<file path="src/rtl/mac_pkg.sv">
// Shared MAC definitions: default operand width, operand-buffer depth and the
// operand-pair entry type.
package mac_pkg;

   localparam int MAC_DATA_W_DEFAULT   = 8;
   localparam int MAC_IN_DEPTH_DEFAULT = 4;

   typedef struct packed {
      logic [MAC_DATA_W_DEFAULT-1:0] a;
      logic [MAC_DATA_W_DEFAULT-1:0] b;
      logic                          clear;
      logic                          signed_mode;
   } mac_operand_t;

endpackage

</file>
<file path="src/rtl/mac_operand_fifo_if.sv">
// Handshake bundle for the MAC operand buffer: upstream push side, datapath pop
// side and the occupancy count. The buffer itself uses the slave modport.
interface mac_operand_fifo_if
   import mac_pkg::*;
#(
   parameter int DATA_W = MAC_DATA_W_DEFAULT,
   parameter int DEPTH  = MAC_IN_DEPTH_DEFAULT
);

   logic                     in_valid;
   logic                     in_ready;
   logic [DATA_W-1:0]        in_a;
   logic [DATA_W-1:0]        in_b;
   logic                     in_clear;
   logic                     in_signed;

   logic                     out_valid;
   logic                     out_ready;
   logic [DATA_W-1:0]        out_a;
   logic [DATA_W-1:0]        out_b;
   logic                     out_clear;
   logic                     out_signed;

   logic [$clog2(DEPTH):0]   level;

   modport master (
      output in_valid, in_a, in_b, in_clear, in_signed, out_ready,
      input  in_ready, out_valid, out_a, out_b, out_clear, out_signed, level
   );

   modport slave (
      input  in_valid, in_a, in_b, in_clear, in_signed, out_ready,
      output in_ready, out_valid, out_a, out_b, out_clear, out_signed, level
   );

endinterface

</file>
<file path="src/rtl/mac_fifo_ctrl.sv">
// Pointer/occupancy controller for the operand buffer. in_ready and out_valid
// are registered so neither depends combinationally on the opposite handshake.
module mac_fifo_ctrl #(
   parameter int  DEPTH = 4,
   localparam int AW    = $clog2(DEPTH),
   localparam int LW    = AW + 1
) (
   input  logic          clk,
   input  logic          rst,
   input  logic          flush,
   input  logic          in_valid,
   input  logic          out_ready,
   output logic          in_ready,
   output logic          out_valid,
   output logic          wr_en,
   output logic [AW-1:0] wr_ptr,
   output logic [AW-1:0] rd_ptr,
   output logic [LW-1:0] level
);

   logic [AW-1:0] wr_ptr_q, wr_ptr_d;
   logic [AW-1:0] rd_ptr_q, rd_ptr_d;
   logic [LW-1:0] level_q, level_d;
   logic          in_ready_q, in_ready_d;
   logic          out_valid_q, out_valid_d;
   logic          push, pop;

   // NOTE: every always_comb output gets a default first so no path leaves it unassigned (no latch).
   always_comb begin
      push        = in_valid && in_ready_q;
      pop         = out_valid_q && out_ready;
      wr_ptr_d    = wr_ptr_q;
      rd_ptr_d    = rd_ptr_q;
      level_d     = level_q;
      if (push) wr_ptr_d = wr_ptr_q + AW'(1);
      if (pop)  rd_ptr_d = rd_ptr_q + AW'(1);
      case ({push, pop})
         2'b10:   level_d = level_q + LW'(1);
         2'b01:   level_d = level_q - LW'(1);
         default: level_d = level_q;
      endcase
      // Flush empties the buffer and drops any push offered in the same cycle.
      if (flush) begin
         wr_ptr_d = '0;
         rd_ptr_d = '0;
         level_d  = '0;
      end
      in_ready_d  = (level_d != LW'(DEPTH));
      out_valid_d = (level_d != '0);
   end

   // NOTE: state registers use non-blocking assignments so all flops update together at the edge.
   always_ff @(posedge clk) begin
      if (rst) begin
         wr_ptr_q    <= '0;
         rd_ptr_q    <= '0;
         level_q     <= '0;
         in_ready_q  <= 1'b1;
         out_valid_q <= 1'b0;
      end else begin
         wr_ptr_q    <= wr_ptr_d;
         rd_ptr_q    <= rd_ptr_d;
         level_q     <= level_d;
         in_ready_q  <= in_ready_d;
         out_valid_q <= out_valid_d;
      end
   end

   assign wr_en     = push && !flush;
   assign wr_ptr    = wr_ptr_q;
   assign rd_ptr    = rd_ptr_q;
   assign level     = level_q;
   assign in_ready  = in_ready_q;
   assign out_valid = out_valid_q;

endmodule

</file>
<file path="src/rtl/mac_operand_fifo.sv">
// Operand staging buffer between input decode and the MAC datapath.
// Optional synchronous flush port enabled by defining MAC_IN_FLUSH_EN.
module mac_operand_fifo
   import mac_pkg::*;
#(
   parameter int DATA_W = MAC_DATA_W_DEFAULT,
   parameter int DEPTH  = MAC_IN_DEPTH_DEFAULT
) (
   input  logic               clk,
   input  logic               rst,
`ifdef MAC_IN_FLUSH_EN
   input  logic               flush,
`endif
   mac_operand_fifo_if.slave  bus
);

   localparam int AW = $clog2(DEPTH);
   localparam int LW = AW + 1;

   typedef struct packed {
      logic [DATA_W-1:0] a;
      logic [DATA_W-1:0] b;
      logic              clear;
      logic              signed_mode;
   } entry_t;

   logic          flush_w;
   logic          wr_en;
   logic [AW-1:0] wr_ptr, rd_ptr;
   logic [LW-1:0] level;
   logic          in_ready, out_valid;
   entry_t        wr_entry, head;
   entry_t        mem_q [DEPTH];

`ifdef MAC_IN_FLUSH_EN
   assign flush_w = flush;
`else
   assign flush_w = 1'b0;
`endif

   mac_fifo_ctrl #(.DEPTH(DEPTH)) u_ctrl (
      .clk       (clk),
      .rst       (rst),
      .flush     (flush_w),
      .in_valid  (bus.in_valid),
      .out_ready (bus.out_ready),
      .in_ready  (in_ready),
      .out_valid (out_valid),
      .wr_en     (wr_en),
      .wr_ptr    (wr_ptr),
      .rd_ptr    (rd_ptr),
      .level     (level)
   );

   assign wr_entry = '{a: bus.in_a, b: bus.in_b, clear: bus.in_clear, signed_mode: bus.in_signed};

   // NOTE: the storage array is deliberately not reset; an empty buffer never exposes it.
   always_ff @(posedge clk) begin
      if (wr_en) mem_q[wr_ptr] <= wr_entry;
   end

   // Head entry is zero-forced whenever nothing valid is held.
   assign head = out_valid ? mem_q[rd_ptr] : '0;

   assign bus.in_ready   = in_ready;
   assign bus.out_valid  = out_valid;
   assign bus.level      = level;
   assign bus.out_a      = head.a;
   assign bus.out_b      = head.b;
   assign bus.out_clear  = head.clear;
   assign bus.out_signed = head.signed_mode;

endmodule

</file>
<file path="src/flat_wrapper.sv">
// flat-port wrapper written by rule: the top's interface ports become plain ports
module mac_operand_fifo_flat import mac_pkg::*;
#(
   parameter int DATA_W = MAC_DATA_W_DEFAULT,
   parameter int DEPTH  = MAC_IN_DEPTH_DEFAULT
)
  (clk, rst, bus_in_valid, bus_in_a, bus_in_b, bus_in_clear, bus_in_signed, bus_out_ready, bus_in_ready, bus_out_valid, bus_out_a, bus_out_b, bus_out_clear, bus_out_signed, bus_level);
  mac_operand_fifo_if #(.DATA_W(DATA_W), .DEPTH(DEPTH)) bus_i ();
  input  logic clk;
  input  logic rst;
  input wire logic [$bits(bus_i.in_valid)-1:0] bus_in_valid;
  input wire logic [$bits(bus_i.in_a)-1:0] bus_in_a;
  input wire logic [$bits(bus_i.in_b)-1:0] bus_in_b;
  input wire logic [$bits(bus_i.in_clear)-1:0] bus_in_clear;
  input wire logic [$bits(bus_i.in_signed)-1:0] bus_in_signed;
  input wire logic [$bits(bus_i.out_ready)-1:0] bus_out_ready;
  output wire logic [$bits(bus_i.in_ready)-1:0] bus_in_ready;
  output wire logic [$bits(bus_i.out_valid)-1:0] bus_out_valid;
  output wire logic [$bits(bus_i.out_a)-1:0] bus_out_a;
  output wire logic [$bits(bus_i.out_b)-1:0] bus_out_b;
  output wire logic [$bits(bus_i.out_clear)-1:0] bus_out_clear;
  output wire logic [$bits(bus_i.out_signed)-1:0] bus_out_signed;
  output wire logic [$bits(bus_i.level)-1:0] bus_level;
  assign bus_i.in_valid = bus_in_valid;
  assign bus_i.in_a = bus_in_a;
  assign bus_i.in_b = bus_in_b;
  assign bus_i.in_clear = bus_in_clear;
  assign bus_i.in_signed = bus_in_signed;
  assign bus_i.out_ready = bus_out_ready;
  assign bus_in_ready = bus_i.in_ready;
  assign bus_out_valid = bus_i.out_valid;
  assign bus_out_a = bus_i.out_a;
  assign bus_out_b = bus_i.out_b;
  assign bus_out_clear = bus_i.out_clear;
  assign bus_out_signed = bus_i.out_signed;
  assign bus_level = bus_i.level;
  mac_operand_fifo #(.DATA_W(DATA_W), .DEPTH(DEPTH)) u_core (.clk(clk), .rst(rst), .bus(bus_i));
endmodule
</file>
<file path="config.mk">
export PLATFORM = sky130hd
export DESIGN_NAME = mac_operand_fifo_flat
export DESIGN_NICKNAME = d
export VERILOG_FILES = /design/src/rtl/mac_pkg.sv /design/src/rtl/mac_operand_fifo_if.sv /design/src/rtl/mac_fifo_ctrl.sv /design/src/rtl/mac_operand_fifo.sv /design/src/flat_wrapper.sv
export SDC_FILE = /design/constraint.sdc
export NUM_CORES = 1
export LEC_CHECK = 0
export BUFFER_PORTS_ARGS = -buffer_cell sky130_fd_sc_hd__buf_2
export CAP_MARGIN = 20
export CORE_MARGIN = 2
export CORE_UTILIZATION = 51
export CTS_CLUSTER_SIZE = 40
export DETAILED_ROUTE_END_ITERATION = 8
export GPL_TIMING_DRIVEN = 0
export PLACE_DENSITY = 0.8
export SYNTH_ARGS = -nofsm -noshare
export SYNTH_HDL_FRONTEND = slang
export SYNTH_SLANG_ARGS = --single-unit
</file>
<file path="constraint.sdc">
create_clock -name clk -period 2.05 [get_ports clk]
set_input_delay 0.41 -clock clk [delete_from_list [all_inputs] [get_ports clk]]
set_output_delay 0.41 -clock clk [all_outputs]
set_load 0.03 [all_outputs]
</file>
Word level (Yosys, flattened, before mapping)
Memory sizes are Yosys's and may differ from the RTL's. A register that Yosys moved wholly into a read port is not among the register bits.
Index checks and enable logic that the tools add are counted.
{"block": "word_totals", "ff_bits": 9, "ram_bits": 72, "inputBits": 22, "out_inout_bits": 23, "wordCells": 22, "n_memories": 1}
{"block": "classes", "add_sub_neg": 4, "eq_ne": 3, "n_mux": 6, "reduce_logical": 3}
{"memory": "u_core.mem_q", "depth": 4, "width": 18, "rd": 1, "rd_clocked_by_memory_dff": 1, "write_ports": 1, "line_no": "mac_operand_fifo.sv:33", "source": "entry_t mem_q [DEPTH];"}
{"operator": "2-to-1 mux 18 bit", "count": 1}
{"operator": "one-hot mux 3 bit (2 select lines)", "count": 1}
{"operator": "adder 2 x 1 -> 2 bit, second input constant", "count": 2}
{"operator": "2-to-1 mux 2 bit", "count": 2}
{"operator": "adder 3 x 1 -> 3 bit, second input constant", "count": 1}
{"operator": "inequality test 3 bit, second input constant", "count": 1}
{"operator": "nonzero test 3 bit", "count": 1}
{"operator": "subtractor 3 x 1 -> 3 bit, second input constant", "count": 1}
{"operator": "== test 2 x 1 -> 1 bit, second input constant", "count": 1}
{"operator": "== test 2 bit, second input constant", "count": 1}
{"operator": "logical AND 1 bit", "count": 2}
{"operator": "2-to-1 mux 1 bit", "count": 2}

Longest topological paths before layout
{"block": "depth", "word_depth": 4, "mapped_depth": 6, "depth_no_buf": 6}

Modules after synthesis
Synthesis repeated with hierarchy kept, for this count alone.
{"block": "unflattened", "cells_unflattened": 182, "area_unflattened_um2": 3173.0}
{"mod": "mac_operand_fifo", "n_inst": 1, "cells_each": 141, "area_each_um2": 2766.4, "seq_area_each_um2": 2162.1}
{"mod": "mac_fifo_ctrl", "n_inst": 1, "cells_each": 41, "area_each_um2": 406.6, "seq_area_each_um2": 180.2}

Worst setup path before layout
OpenSTA, ideal clock, no wires.
{"block": "synth_path", "path_type": "register to register", "from": "reg u_core.u_ctrl.in_ready_q (netlist: u_core.u_ctrl.in_ready)", "to": "reg u_core.u_ctrl.in_ready_q (netlist: u_core.u_ctrl.in_ready)", "setup_ps": 117, "arrival_time_ps": 2156, "t_required_ps": 1933, "setup_slack_ps": -222, "stages_incl_launch_ff": 7, "path_buffers": 0, "synth_period_minus_slack_ps": 2272, "cell_sequence": "dfxtp_1 -> nand2_1 -> ha_1 -> fa_1 -> xnor2_1 -> or4_1 -> a22o_1"}
{"block": "synth_via", "elab_chain_cells": 4, "elab_cells_between_ends": 5, "cone_classes": "eq/ne (3); mux (1); reduce/logical (1)"}
{"element": "start: declaration", "line_no": "mac_fifo_ctrl.sv:24", "source": "logic in_ready_q, in_ready_d;"}
{"element": "start signal: assignment", "line_no": "mac_fifo_ctrl.sv:64", "source": "in_ready_q <= in_ready_d;"}
{"element": "logical AND 1 bit *", "line_no": "mac_fifo_ctrl.sv:30", "source": "push = in_valid && in_ready_q;"}
{"element": "== test 2 x 1 -> 1 bit / == test 2 bit (equally long branches)", "line_no": "mac_fifo_ctrl.sv:37", "source": "case ({push, pop})"}
{"element": "one-hot mux 3 bit (2 select lines) *", "line_no": "mac_fifo_ctrl.sv:37"}
{"element": "inequality test 3 bit *", "line_no": "mac_fifo_ctrl.sv:48", "source": "in_ready_d = (level_d != LW'(DEPTH));"}
Every way passes the cells marked *; elsewhere a longest branch is shown, timed or not.
A chain may end at the register's enable or synchronous reset.

==> results.yml <==
critical_path:
  crit_path_top_delay_cell: "mux4_1"
  arrival_ns: 1.81
  startpoint_type: "flip-flop"
  required_ns: 1.64
  worstPathCellList: "buf_6 -> buf_12 -> mux4_1 -> and2_1 -> buf_4"
  end_kind: "output pin"
  path_class: "flip-flop to output pin"
  reg2regPathDepth: 6
  r2r_end: "u_core.u_ctrl.in_ready$_SDFF_PP1_"
  max_stage_delay_ns: 0.55
  r2r_start: "u_core.u_ctrl.out_valid$_SDFF_PP0_"
  reg2reg_slack_ns: 0.07
  critPathMaxFanout: 5
min_path:
  whs_path_depth: 1
  hold_end: "u_core.mem_q[1][1]$_DFFE_PP_"
  min_from: "bus_in_clear"
  worstHoldPathType: "primary input to flip-flop"
global_routing:
  overflow: 0
  antenna_found_initial: 0
  grt_pass1_vias: 1722
  grt_max_degree: 19
  grt_pass1_wl_um: 8760
  grt_usage: 0.167
die:
  die_h_um: 84.2
  start_util: 0.522
  fp-row-count: 29
  dieArea_um2: 7080
  die_w_um: 84.2
  core-area_um2: 6280
  io_pins: 45
timing:
  fin_worst_skew_ns: 0.0166
  finalHoldViolations: 0
  period_needed_ns: 2.22
  slew_viol_final: 0
  slew_headroom: 0.351
  whs_ns: 0.279
  setup-tns-final_ns: -1.99
  worst_pin_slew_ns: 0.973
  fin_ws_ns: -0.172
  fin_crit_sh: 1.08
  max_freq_mhz: 450
  setup_violations: 18
  rsz0062_at_grt: "true"
placement:
  routabilityCongestion: 0.699
  dp_hpwl_um: 3500
  portBuffers: 44
  placed_area_um2: 3600
synthesis:
  synth_xor_xnor_area_share: 0.0134
  synthAdderAreaFrac: 0.0252
  synth_warnings: 0
  syn_avg_cell_area_um2: 19.5
  synth-simple-area-share: 0.0683
  synth_top_family_by_area: "multiplexers"
  muxShareOfSynthArea: 0.136
  synth_compound_area_frac: 0.0107
  syn_nets: 196
  synth.distinct_cells: 28
  netlist_instances: 168
  ys_seq_area_frac: 0.727
  ys_ff_latch: 83
  netlist_area_um2: 3280
clock_network:
  cts-root-buf: "clkbuf_8"
  numCtsBuffers: 9
  cts_hold_buf: 0
  clkTransAtPathRegs_ns: 0.09
  tritoncts: "yes"
  htree_levels: 3
  clkSinkCount: 83
  cts_buffer_depth: 2
  clock_latency_ns: 0.35
routing:
  drtIter0Drc: 56
  drc_errors: 0
  wl_per_cell_um: 18.0
  antenna_left: 0
  vias: 1667
  firstDrtPassIters: 4
  drt-vias-per-instance: 5.34
  wirelength_um: 5620
run_status:
  failed_checks: "negative setup slack"
  status: "finished, violations left"
finish:
  area_growth_pct: 24.2
  post-route-util: 0.649
  drive_above_1_share: 0.489
  antenna_cells: 0
  fin_area_um2: 4070
  final_net_count: 258
  fillers: 436
power_and_ir_drop:
  power.leakage_nw: 1.48
  peakVddDrop_uv: 783
  power_per_cell_area_nw_per_um2: 1190
job:
  cap_violations: 0
-- critical path: cells and delay by family, from the launching register on --
kind                   cells  cell delay [ns]
AND/OR/NAND/NOR            1             0.17
multiplexers               1             0.55
buffers and inverters      3             0.41
flip-flops                 1             0.33
-- synth_stat cells --
cell      number  area, µm²
edfxtp_1      72       2160
and2_1        19        119
dfxtp_1       11        220
mux4_2        10        225
mux4_1         8        210
nor2_1         7       26.3
ha_1           5       62.6
and3_1         4       25.0
nand2_1        4       15.0
clkbuf_1       3       11.3
inv_1          3       11.3
xnor2_1        3       26.3
buf_2          2       10.0
nand3_1        2       10.0
xor2_1         2       17.5
a21oi_1        1       5.00
a22o_1         1       8.76
buf_12         1       20.0
buf_6          1       11.3
fa_1           1       20.0
mux2i_1        1       10.0
nor2b_1        1       6.26
o211ai_1       1       7.51
o21ai_0        1       5.00
o41ai_1        1       8.76
or3_1          1       6.26
or3b_2         1       8.76
or4_1          1       7.51
-- per-stage QoR --
step           worst slack, ns  power [mW]  cells
2_1_floorplan          0.00568        2.99    168
3_3_place_gp            -0.178        3.29    289
3_5_place_dp            -0.185        3.32    289
4_1_cts                 -0.191        4.89    311
5_1_grt                 -0.240        5.07    312
6_report                -0.172        4.86    312
-- registers in the layout, indices dropped and copies added (netlist names), named ones only --
signal,flops
u_core.mem_q,72
u_core.u_ctrl.in_ready,1
u_core.u_ctrl.level,3
u_core.u_ctrl.out_valid,1
u_core.u_ctrl.wr_ptr,2
u_core.u_ctrl.rd_ptr,2
-- cell families (layout without fill, tap and decap cells) --
kind of cell | count (synthesis) | count (layout)
XOR/XNOR | 5 | 5
buffers and inverters | 10 | 77
AND/OR/NAND/NOR | 40 | 40
adder cells (fa/ha/maj) | 6 | 6
multiplexers | 19 | 19
flip-flops | 83 | 83
AO/OA/AOI/OAI | 5 | 5
-- cells in the final DEF (no fill, tap or decap), drive strengths merged, types with 2 or more instances in the layout --
master,instances
xor2,2
nand2,4
mux4,18
and2,19
buf,55
xnor2,3
clkbuf,15
inv,5
nand3,2
and3,4
dfxtp,11
nor2,7
edfxtp,72
ha,5
-- how the worst max path moves through the flow --
stage	slack, ns	end	start
after CTS	-0.19	bus_out_b[4]	flip-flop
after detailed placement	-0.19	u_core.u_ctrl.in_ready$_SDFF_PP1_	bus_out_ready
after floorplan	0.006	u_core.u_ctrl.in_ready$_SDFF_PP1_	bus_out_ready
after global placement	-0.18	u_core.u_ctrl.in_ready$_SDFF_PP1_	bus_out_ready
after global routing	-0.24	bus_out_clear	flip-flop
final	-0.17	bus_out_a[1]	flip-flop
-- area by class of cell --
type | count | area [µm²] | share of cell area
clock inverter | 4 | 27.5 | 0.00676
multi-input combinational | 75 | 882 | 0.217
clock buffer | 12 | 178 | 0.0436
inverter | 3 | 11.3 | 0.00277
timing repair buffer | 51 | 427 | 0.105
buffer | 7 | 61.3 | 0.0151
sequential | 83 | 2390 | 0.587
tap | 77 | 96.3 | 0.0237
-- metal layers --
metal,vias to the layer above,track usage,part of all wire
met4,0,0.0528,0.0085
met5,-,0,0
met1,835,0.198,0.42
li1,782,-,-
met3,6,0.0492,0.040
met2,44,0.294,0.53
-- what timing repair did --
action	in CTS	in global routing
endpoints found under the hold margin	0	0
gates cloned	1	0
endpoints found under the setup margin	19	20
gates resized for setup	65	6
setup buffers	5	2
pin swaps	0	4
-- report_power, final --
group,switching (mW),internal [mW],total [mW]
Sequential,0.0793,2.01,2.09
Combinational,0.796,0.821,1.62
Clock,0.562,0.591,1.15
Power figures use the tool's default switching activity.
